$ cat src/rtl/optical_flow_stream_ctrl.sv
// -----------------------------------------------------------------------------
// optical_flow_stream_ctrl
//   Multi-frame sequencer and output stage that sits after the flow solver.
//   Each solver result accepted while running is tagged with its raster
//   position (x,y). It is also flagged when it lies in the window-border band,
//   optionally zeroed there, and queued in an output FIFO with valid/ready
//   handshaking. A run covers frame_count frames (0 = run until abort). A run
//   can be aborted at any time, and a sticky flag records FIFO overflow drops.
//
// Ports
//   clk, rst_n          clock (rising edge), asynchronous active-low reset
//   start, abort        run control pulses (abort wins over start)
//   frame_count[7:0]    frames per run, sampled on start; 0 = continuous
//   busy, done          status: running/draining, 1-cycle run-complete pulse
//   error_ovf           sticky: a result was dropped on a full FIFO
//   frames_done[7:0]    frames completed in this run (wraps)
//   in_valid, in_u/v    solver results (no backpressure toward the solver)
//   out_valid/ready     output handshake; out_valid = FIFO non-empty
//   out_x/y/u/v         queued result and its raster position
//   out_border/last     border-band flag, last pixel of a frame
// -----------------------------------------------------------------------------
module optical_flow_stream_ctrl #(
    parameter int IMAGE_WIDTH  = 320,
    parameter int IMAGE_HEIGHT = 240,
    parameter int FLOW_WIDTH   = 16,
    parameter int FIFO_DEPTH   = 16,
    parameter int BORDER       = 2,
    parameter int ZERO_BORDER  = 1
) (
    input  logic                         clk,
    input  logic                         rst_n,
    input  logic                         start,
    input  logic                         abort,
    input  logic [7:0]                   frame_count,
    output logic                         busy,
    output logic                         done,
    output logic                         error_ovf,
    output logic [7:0]                   frames_done,
    input  logic                         in_valid,
    input  logic signed [FLOW_WIDTH-1:0] in_u,
    input  logic signed [FLOW_WIDTH-1:0] in_v,
    output logic                         out_valid,
    input  logic                         out_ready,
    output logic [9:0]                   out_x,
    output logic [8:0]                   out_y,
    output logic signed [FLOW_WIDTH-1:0] out_u,
    output logic signed [FLOW_WIDTH-1:0] out_v,
    output logic                         out_border,
    output logic                         out_last
);

    localparam int         AW      = $clog2(FIFO_DEPTH);
    localparam logic [AW:0] DEPTH_C = (AW + 1)'(FIFO_DEPTH);
    localparam logic [9:0] X_LAST  = 10'(IMAGE_WIDTH - 1);
    localparam logic [8:0] Y_LAST  = 9'(IMAGE_HEIGHT - 1);
    localparam logic [9:0] X_LO    = 10'(BORDER);
    localparam logic [9:0] X_HI    = 10'(IMAGE_WIDTH - BORDER);
    localparam logic [8:0] Y_LO    = 9'(BORDER);
    localparam logic [8:0] Y_HI    = 9'(IMAGE_HEIGHT - BORDER);

    typedef enum logic [1:0] {S_IDLE, S_RUN, S_DRAIN, S_DONE} state_t;

    typedef struct packed {
        logic [9:0]                   x;
        logic [8:0]                   y;
        logic signed [FLOW_WIDTH-1:0] u;
        logic signed [FLOW_WIDTH-1:0] v;
        logic                         border;
        logic                         last;
    } entry_t;

    function automatic logic in_border(input logic [9:0] x, input logic [8:0] y);
        return (x < X_LO) || (x >= X_HI) || (y < Y_LO) || (y >= Y_HI);
    endfunction

    function automatic logic signed [FLOW_WIDTH-1:0] mask_flow(
        input logic signed [FLOW_WIDTH-1:0] f,
        input logic                         border
    );
        return ((ZERO_BORDER != 0) && border) ? '0 : f;
    endfunction

    state_t      state_q, state_d;
    logic [9:0]  x_q, x_d;
    logic [8:0]  y_q, y_d;
    logic [7:0]  frames_done_q, frames_done_d;
    logic [7:0]  frame_count_q, frame_count_d;
    logic        error_ovf_q, error_ovf_d;
    logic [AW-1:0] wr_ptr_q, wr_ptr_d;
    logic [AW-1:0] rd_ptr_q, rd_ptr_d;
    logic [AW:0]   count_q, count_d;

    entry_t mem [FIFO_DEPTH];
    entry_t entry_in;
    entry_t head;

    logic pop, push, full, accept, at_eol, at_last, cur_border;

    always_comb begin
        pop        = (count_q != '0) && out_ready;
        full       = (count_q == DEPTH_C);
        // abort wins: a result arriving on the abort cycle is discarded
        accept     = (state_q == S_RUN) && in_valid && !abort;
        // a pop on the same edge frees a slot, so a full FIFO still accepts
        push       = accept && (!full || pop);
        at_eol     = (x_q == X_LAST);
        at_last    = at_eol && (y_q == Y_LAST);
        cur_border = in_border(x_q, y_q);

        entry_in.x      = x_q;
        entry_in.y      = y_q;
        entry_in.u      = mask_flow(in_u, cur_border);
        entry_in.v      = mask_flow(in_v, cur_border);
        entry_in.border = cur_border;
        entry_in.last   = at_last;
    end

    always_comb begin
        state_d       = state_q;
        x_d           = x_q;
        y_d           = y_q;
        frames_done_d = frames_done_q;
        frame_count_d = frame_count_q;
        error_ovf_d   = error_ovf_q;
        wr_ptr_d      = wr_ptr_q;
        rd_ptr_d      = rd_ptr_q;
        count_d       = count_q;

        if (push) wr_ptr_d = wr_ptr_q + 1'b1;
        if (pop)  rd_ptr_d = rd_ptr_q + 1'b1;
        case ({push, pop})
            2'b10:   count_d = count_q + 1'b1;
            2'b01:   count_d = count_q - 1'b1;
            default: count_d = count_q;
        endcase

        // Coordinates advance for every accepted result, dropped or not, so
        // the raster stays aligned with the solver's stream.
        if (accept) begin
            if (full && !pop) error_ovf_d = 1'b1;
            if (at_eol) begin
                x_d = '0;
                y_d = at_last ? 9'd0 : y_q + 1'b1;
            end else begin
                x_d = x_q + 1'b1;
            end
            if (at_last) begin
                frames_done_d = frames_done_q + 8'd1;
                if ((frame_count_q != 8'd0) && (frames_done_q + 8'd1 == frame_count_q))
                    state_d = S_DRAIN;
            end
        end

        case (state_q)
            S_IDLE: begin
                if (start && !abort) begin
                    state_d       = S_RUN;
                    frame_count_d = frame_count;
                    frames_done_d = '0;
                    error_ovf_d   = 1'b0;
                    x_d           = '0;
                    y_d           = '0;
                end
            end
            S_DRAIN: if (count_q == '0) state_d = S_DONE;
            S_DONE:  state_d = S_IDLE;
            default: ;
        endcase

        if (abort) begin
            state_d  = S_IDLE;
            wr_ptr_d = '0;
            rd_ptr_d = '0;
            count_d  = '0;
        end
    end

    always_ff @(posedge clk or negedge rst_n) begin
        if (!rst_n) begin
            state_q       <= S_IDLE;
            x_q           <= '0;
            y_q           <= '0;
            frames_done_q <= '0;
            frame_count_q <= '0;
            error_ovf_q   <= 1'b0;
            wr_ptr_q      <= '0;
            rd_ptr_q      <= '0;
            count_q       <= '0;
        end else begin
            state_q       <= state_d;
            x_q           <= x_d;
            y_q           <= y_d;
            frames_done_q <= frames_done_d;
            frame_count_q <= frame_count_d;
            error_ovf_q   <= error_ovf_d;
            wr_ptr_q      <= wr_ptr_d;
            rd_ptr_q      <= rd_ptr_d;
            count_q       <= count_d;
        end
    end

    // FIFO storage holds data only; validity comes from count_q.
    always_ff @(posedge clk) begin
        if (push) mem[wr_ptr_q] <= entry_in;
    end

    always_comb begin
        head        = mem[rd_ptr_q];
        out_valid   = (count_q != '0);
        out_x       = out_valid ? head.x      : '0;
        out_y       = out_valid ? head.y      : '0;
        out_u       = out_valid ? head.u      : '0;
        out_v       = out_valid ? head.v      : '0;
        out_border  = out_valid ? head.border : 1'b0;
        out_last    = out_valid ? head.last   : 1'b0;
        busy        = (state_q == S_RUN) || (state_q == S_DRAIN);
        done        = (state_q == S_DONE);
        error_ovf   = error_ovf_q;
        frames_done = frames_done_q;
    end

endmodule
$ cat config.mk
export PLATFORM = sky130hd
export DESIGN_NAME = optical_flow_stream_ctrl
export DESIGN_NICKNAME = d
export VERILOG_FILES = /design/src/rtl/optical_flow_stream_ctrl.sv
export SDC_FILE = /design/constraint.sdc
export NUM_CORES = 1
export LEC_CHECK = 0
export CAP_MARGIN = 30
export CORE_MARGIN = 2
export CORE_UTILIZATION = 66
export CTS_CLUSTER_SIZE = 16
export DETAILED_ROUTE_END_ITERATION = 7
export HOLD_SLACK_MARGIN = 0.05
export PLACE_DENSITY = 0.85
export SKIP_LAST_GASP = 1
export SLEW_MARGIN = 0
export SYNTH_ARGS = -nofsm -noshare
export SYNTH_HDL_FRONTEND = slang
export SYNTH_SLANG_ARGS = --single-unit
$ cat constraint.sdc
create_clock -name clk -period 5.7 [get_ports clk]
set_clock_uncertainty 0.1 [all_clocks]
set_input_delay 1.14 -clock clk [delete_from_list [all_inputs] [get_ports clk]]
set_output_delay 1.14 -clock clk [all_outputs]
set_load 0.01 [all_outputs]
==> summary.md, run 1 <==
| Metric | Value |
|---|---|
| Outcome | `finished, final reports clean` |
| Synth top area cells | `edfxtp_1 (72%), mux4_2 (17%), dfrtp_1 (3.6%), and2_1 (1.7%), clkbuf_1 (0.55%)` |
| RR Startpoint | `state_q[1]` |
| Resized Gates After CTS | `0` |
| Post-synth EDFFs | `848` |
| Worst setup SP type | `flop` |
| Storage element area | `26800 µm²` |
| Number of synthesis warnings | `0` |
| Max cap viols | `0` |
| DRT Wirelength | `slightly above 90000 µm` |
| Crit path kind | `reg2out` |
| Family with the most delay on the worst path | `flip-flops` |
| Final setup fails | `0` |
| Slowest CP cell | `dfrtp_4` |
| VDD IR max | `0.262 mV` |
| Clock transition at path regs | `~60 ps` |
| Crit path max fanout | `a little under 50` |
| Synthesized Nets | `1680` |
| Most used cell, CP | `mux4_2` |
| Gr ovfl total | `0` |
| Final period util | `88.0%` |
| Root Buffer Master | `clkbuf_16` |
| Number of fill cells in the layout | `about 2600` |
| Initial Util | `67.1%` |
| RSZ-0062 raised after global routing | `false` |
| Port-buffer cells | `110` |
| Drt via density | `7.26` |
| Hold path endpoint | `frame_count_q[1]` |
| Cts hold-fix bufs | `0` |
| Design Power | `roughly 15 mW` |
| Seq cells post-synth | `899` |
| Ys async rst share | `5.67%` |
| Worst path required time | `roughly 4500 ps` |
| Total CTS buffers | `87` |
| Reg2Reg Depth | `6` |
| Die Y | `between 200 and 250 µm` |
| Cell taking the most area after synthesis | `edfxtp_1` |
| Slew Limit Fails | `0` |
| Leakage power figure | `roughly 13 nW` |
| Gpl congestion | `0.772` |
| Post-DP HPWL | `about 43000 µm` |
| Total number of vias | `roughly 18000` |
| Cell Area, Synth | `35400 µm²` |
| Distinct cells, synth | `51` |
| Vias in the first global route | `between 15000 and 20000` |
| Mapped Avg Cell Area | `between 20 and 25 µm²` |
| Layout area overhead | `14.2%` |
| Hold Vio Cnt, Final | `0` |
| HP Start | `frame_count_q[1]` |
| Core area | `~53000 µm²` |
| Sequential area share after synthesis | `75.5%` |
| Multi-input gate area | `approximately 8300 µm²` |
| Starting DRT DRC Count | `2723` |
| Nets | `around 1800` |
| Post-route ant nets | `0` |
| Hold crit path type | `reg2reg` |
| Fmax | `approximately 200 MHz` |
| Die width | `roughly 240 µm` |
| Critical Path AT | `roughly 3800 ps` |
| CP Capture Type | `primary output` |
| Slew @ Worst Pin | `1040 ps` |
| Largest net degree at the start of global routing | `between 50 and 60` |
| Clock Latency Late Sink | `640 ps` |
| Max-slew headroom | `30.5%` |
| CTS HTree Levels | `3` |
| CTS tree | `done` |
| Drt wl/cell | `36.3 µm` |
| Initial antenna violation count | `4` |
| Worst reg-to-reg setup slack | `~1800 ps` |
| Critical Path Max Stage Delay | `1000 ps` |
| Layout cells sized above 1 | `24.8%` |
| Detailed-route DRC error count | `0` |
| Gate Count Post-Synth | `around 1600` |
| CP Cell Sequence | `buf_4 > mux4_2 > mux4_2 > and2_1 > clkdlybuf4s50_1` |
| Setup TNS | `0 ps` |
| RR Endpoint | `mem[0][19]` |
| Global-route wire length before repair | `132000 µm` |
| Die area | `~56000 µm²` |
| Clk buf depth | `3` |
| Overall Global Routing Usage | `33.4%` |
| Tmin final | `5010 ps` |
| Top cell type's share of synthesized area | `71.9%` |
| Drt first pass iters | `5` |
| Number of setup buffers added after CTS | `0` |
| Primary FF master, synth | `edfxtp_1` |
| FP Rows | `84` |
| CP bufs+invs | `2` |
| Hold Path Depth | `2` |
| CTS sink cnt | `approximately 900` |
| I/O Pins | `111` |
| Total power per unit cell area | `around 370 nW/µm²` |
-- per-layer routing --
metal / vias to the layer above / routed length (µm) / track usage [%]
met3: 209 / 9730 / 6.20
met2: 1588 / 47900 / 56.1
met1: 9576 / 31200 / 44.4
li1: 7018 / - / -
met4: 2 / 2920 / 12.7
met5: - / 13 / 0
-- worst min-delay path, cell delays in order (launching register included) --
cell and delay, ps:
dfrtp_1 370, nand2_1 60, nand2_1 70
-- power by group --
part / internal (mW) / switching (mW) / leakage (nW)
clock: 3.21 / 2.60 / 1.34
sequential: 7.16 / 0.0816 / 8.22
combinational: 1.04 / 0.983 / 3.06
-- worst max path at each step --
| stage | from | end | cells past startpoint |
|---|---|---|---|
| 2_1_floorplan | abort | mem[4][0] | 7 |
| 3_3_place_gp | abort | mem[0][30] | 5 |
| 3_5_place_dp | abort | mem[2][31] | 5 |
| 4_1_cts | rd_ptr_q[1] | out_v[11] | 5 |
| 5_1_grt | rd_ptr_q[0] | out_y[8] | 5 |
| 6_report | rd_ptr_q[1] | out_v[11] | 5 |
-- synth_stat cells, types with 2 or more instances --
cell / number
a2111oi_0: 2
a211oi_1: 3
a21o_1: 5
a21oi_1: 13
a311oi_1: 2
a31oi_1: 2
and2_1: 98
and3_1: 2
and4_1: 6
buf_1: 12
buf_2: 18
clkbuf_1: 52
dfrtp_1: 51
edfxtp_1: 848
ha_1: 15
inv_1: 12
mux2i_1: 5
mux4_2: 265
nand2_1: 43
nand3_1: 15
nand3b_1: 2
nand4_1: 6
nand4b_1: 2
nor2_1: 50
nor2b_1: 6
nor3_1: 7
nor3b_1: 2
nor4_1: 7
nor4_4: 2
o21ai_0: 5
or3_1: 4
or4_1: 4
xnor2_1: 15
xor2_1: 20
-- cells by family after synthesis --
group,count (synthesis),synth area share [%]
AOI/OAI and AO/OA,41,0.774
xor gates and xnor gates,35,0.866
adders and majority gates,16,0.587
buffers and inverters,95,1.09
DFF,899,75.5
muxes,270,17.0
and+or+nand+nor,262,4.15
-- sequential cells by signal, summed over array words and instances, names as in the netlist --
| register | flops |
|---|---|
| count_q | 5 |
| error_ovf | 1 |
| frame_count_q | 8 |
| frames_done | 8 |
| mem | 848 |
| rd_ptr_q | 4 |
| state_q | 2 |
| wr_ptr_q | 4 |
| x_q | 10 |
| y_q | 9 |
-- through the flow --
step	cells	cell area [µm²]	hold WS, ps	setup WS [ps]	utilization (%)
global route	2530	40400	456	627	76.6
floorplan	1618	35400	368	1670	-
CTS	2528	40400	438	637	76.5
finish	2532	40400	430	686	76.6
global placement	2366	37500	392	1150	71.1
detailed placement	2369	37600	420	911	71.2
-- layout by cell type, fill, tap and decap left out, types with 3 or more instances in the layout --
cell / netlist / final
o21ai_0: 5 / 5
nand3_1: 15 / 15
bufinv_16: 0 / 8
nand2_1: 43 / 43
inv_1: 12 / 11
clkinvlp_4: 0 / 6
nor2_1: 50 / 50
nor4_1: 7 / 6
ha_1: 15 / 15
clkbuf_1: 52 / 17
nor3_1: 7 / 7
dfrtp_1: 51 / 47
a21oi_1: 13 / 13
clkinv_2: 0 / 12
clkinv_1: 0 / 21
mux4_2: 265 / 265
buf_12: 0 / 17
or3_1: 4 / 4
dfrtp_4: 0 / 3
edfxtp_1: 848 / 848
or4_1: 4 / 4
buf_4: 0 / 18
clkdlybuf4s50_1: 0 / 109
nand4_1: 6 / 6
and4_4: 0 / 4
xor2_1: 20 / 20
nor2b_1: 6 / 6
clkbuf_16: 0 / 87
mux2i_1: 5 / 5
a211oi_1: 3 / 3
a21o_1: 5 / 5
and2_1: 98 / 86
buf_16: 0 / 3
xnor2_1: 15 / 15
and2_4: 0 / 12
-- layout make-up --
class	instances	area share, %
timing repair buffer	148	4.09
clock inverter	54	1.30
antenna	2	0.0124
clock buffer	105	5.58
multi-input combinational	624	20.6
tap	688	2.13
inverter	12	0.111
sequential	899	66.2
Power figures use the tool's default switching activity.
==> inputs of run 2 (changes only) <==
--- a/config.mk
+++ b/config.mk
@@ -12,6 +12,7 @@
 export DETAILED_ROUTE_END_ITERATION = 7
 export HOLD_SLACK_MARGIN = 0.05
 export PLACE_DENSITY = 0.85
+export SKIP_CTS_REPAIR_TIMING = 1
 export SKIP_LAST_GASP = 1
 export SLEW_MARGIN = 0
 export SYNTH_ARGS = -nofsm -noshare
==> results of run 2 <==
Final layout, timing and power as in run 1 (identical DEF).
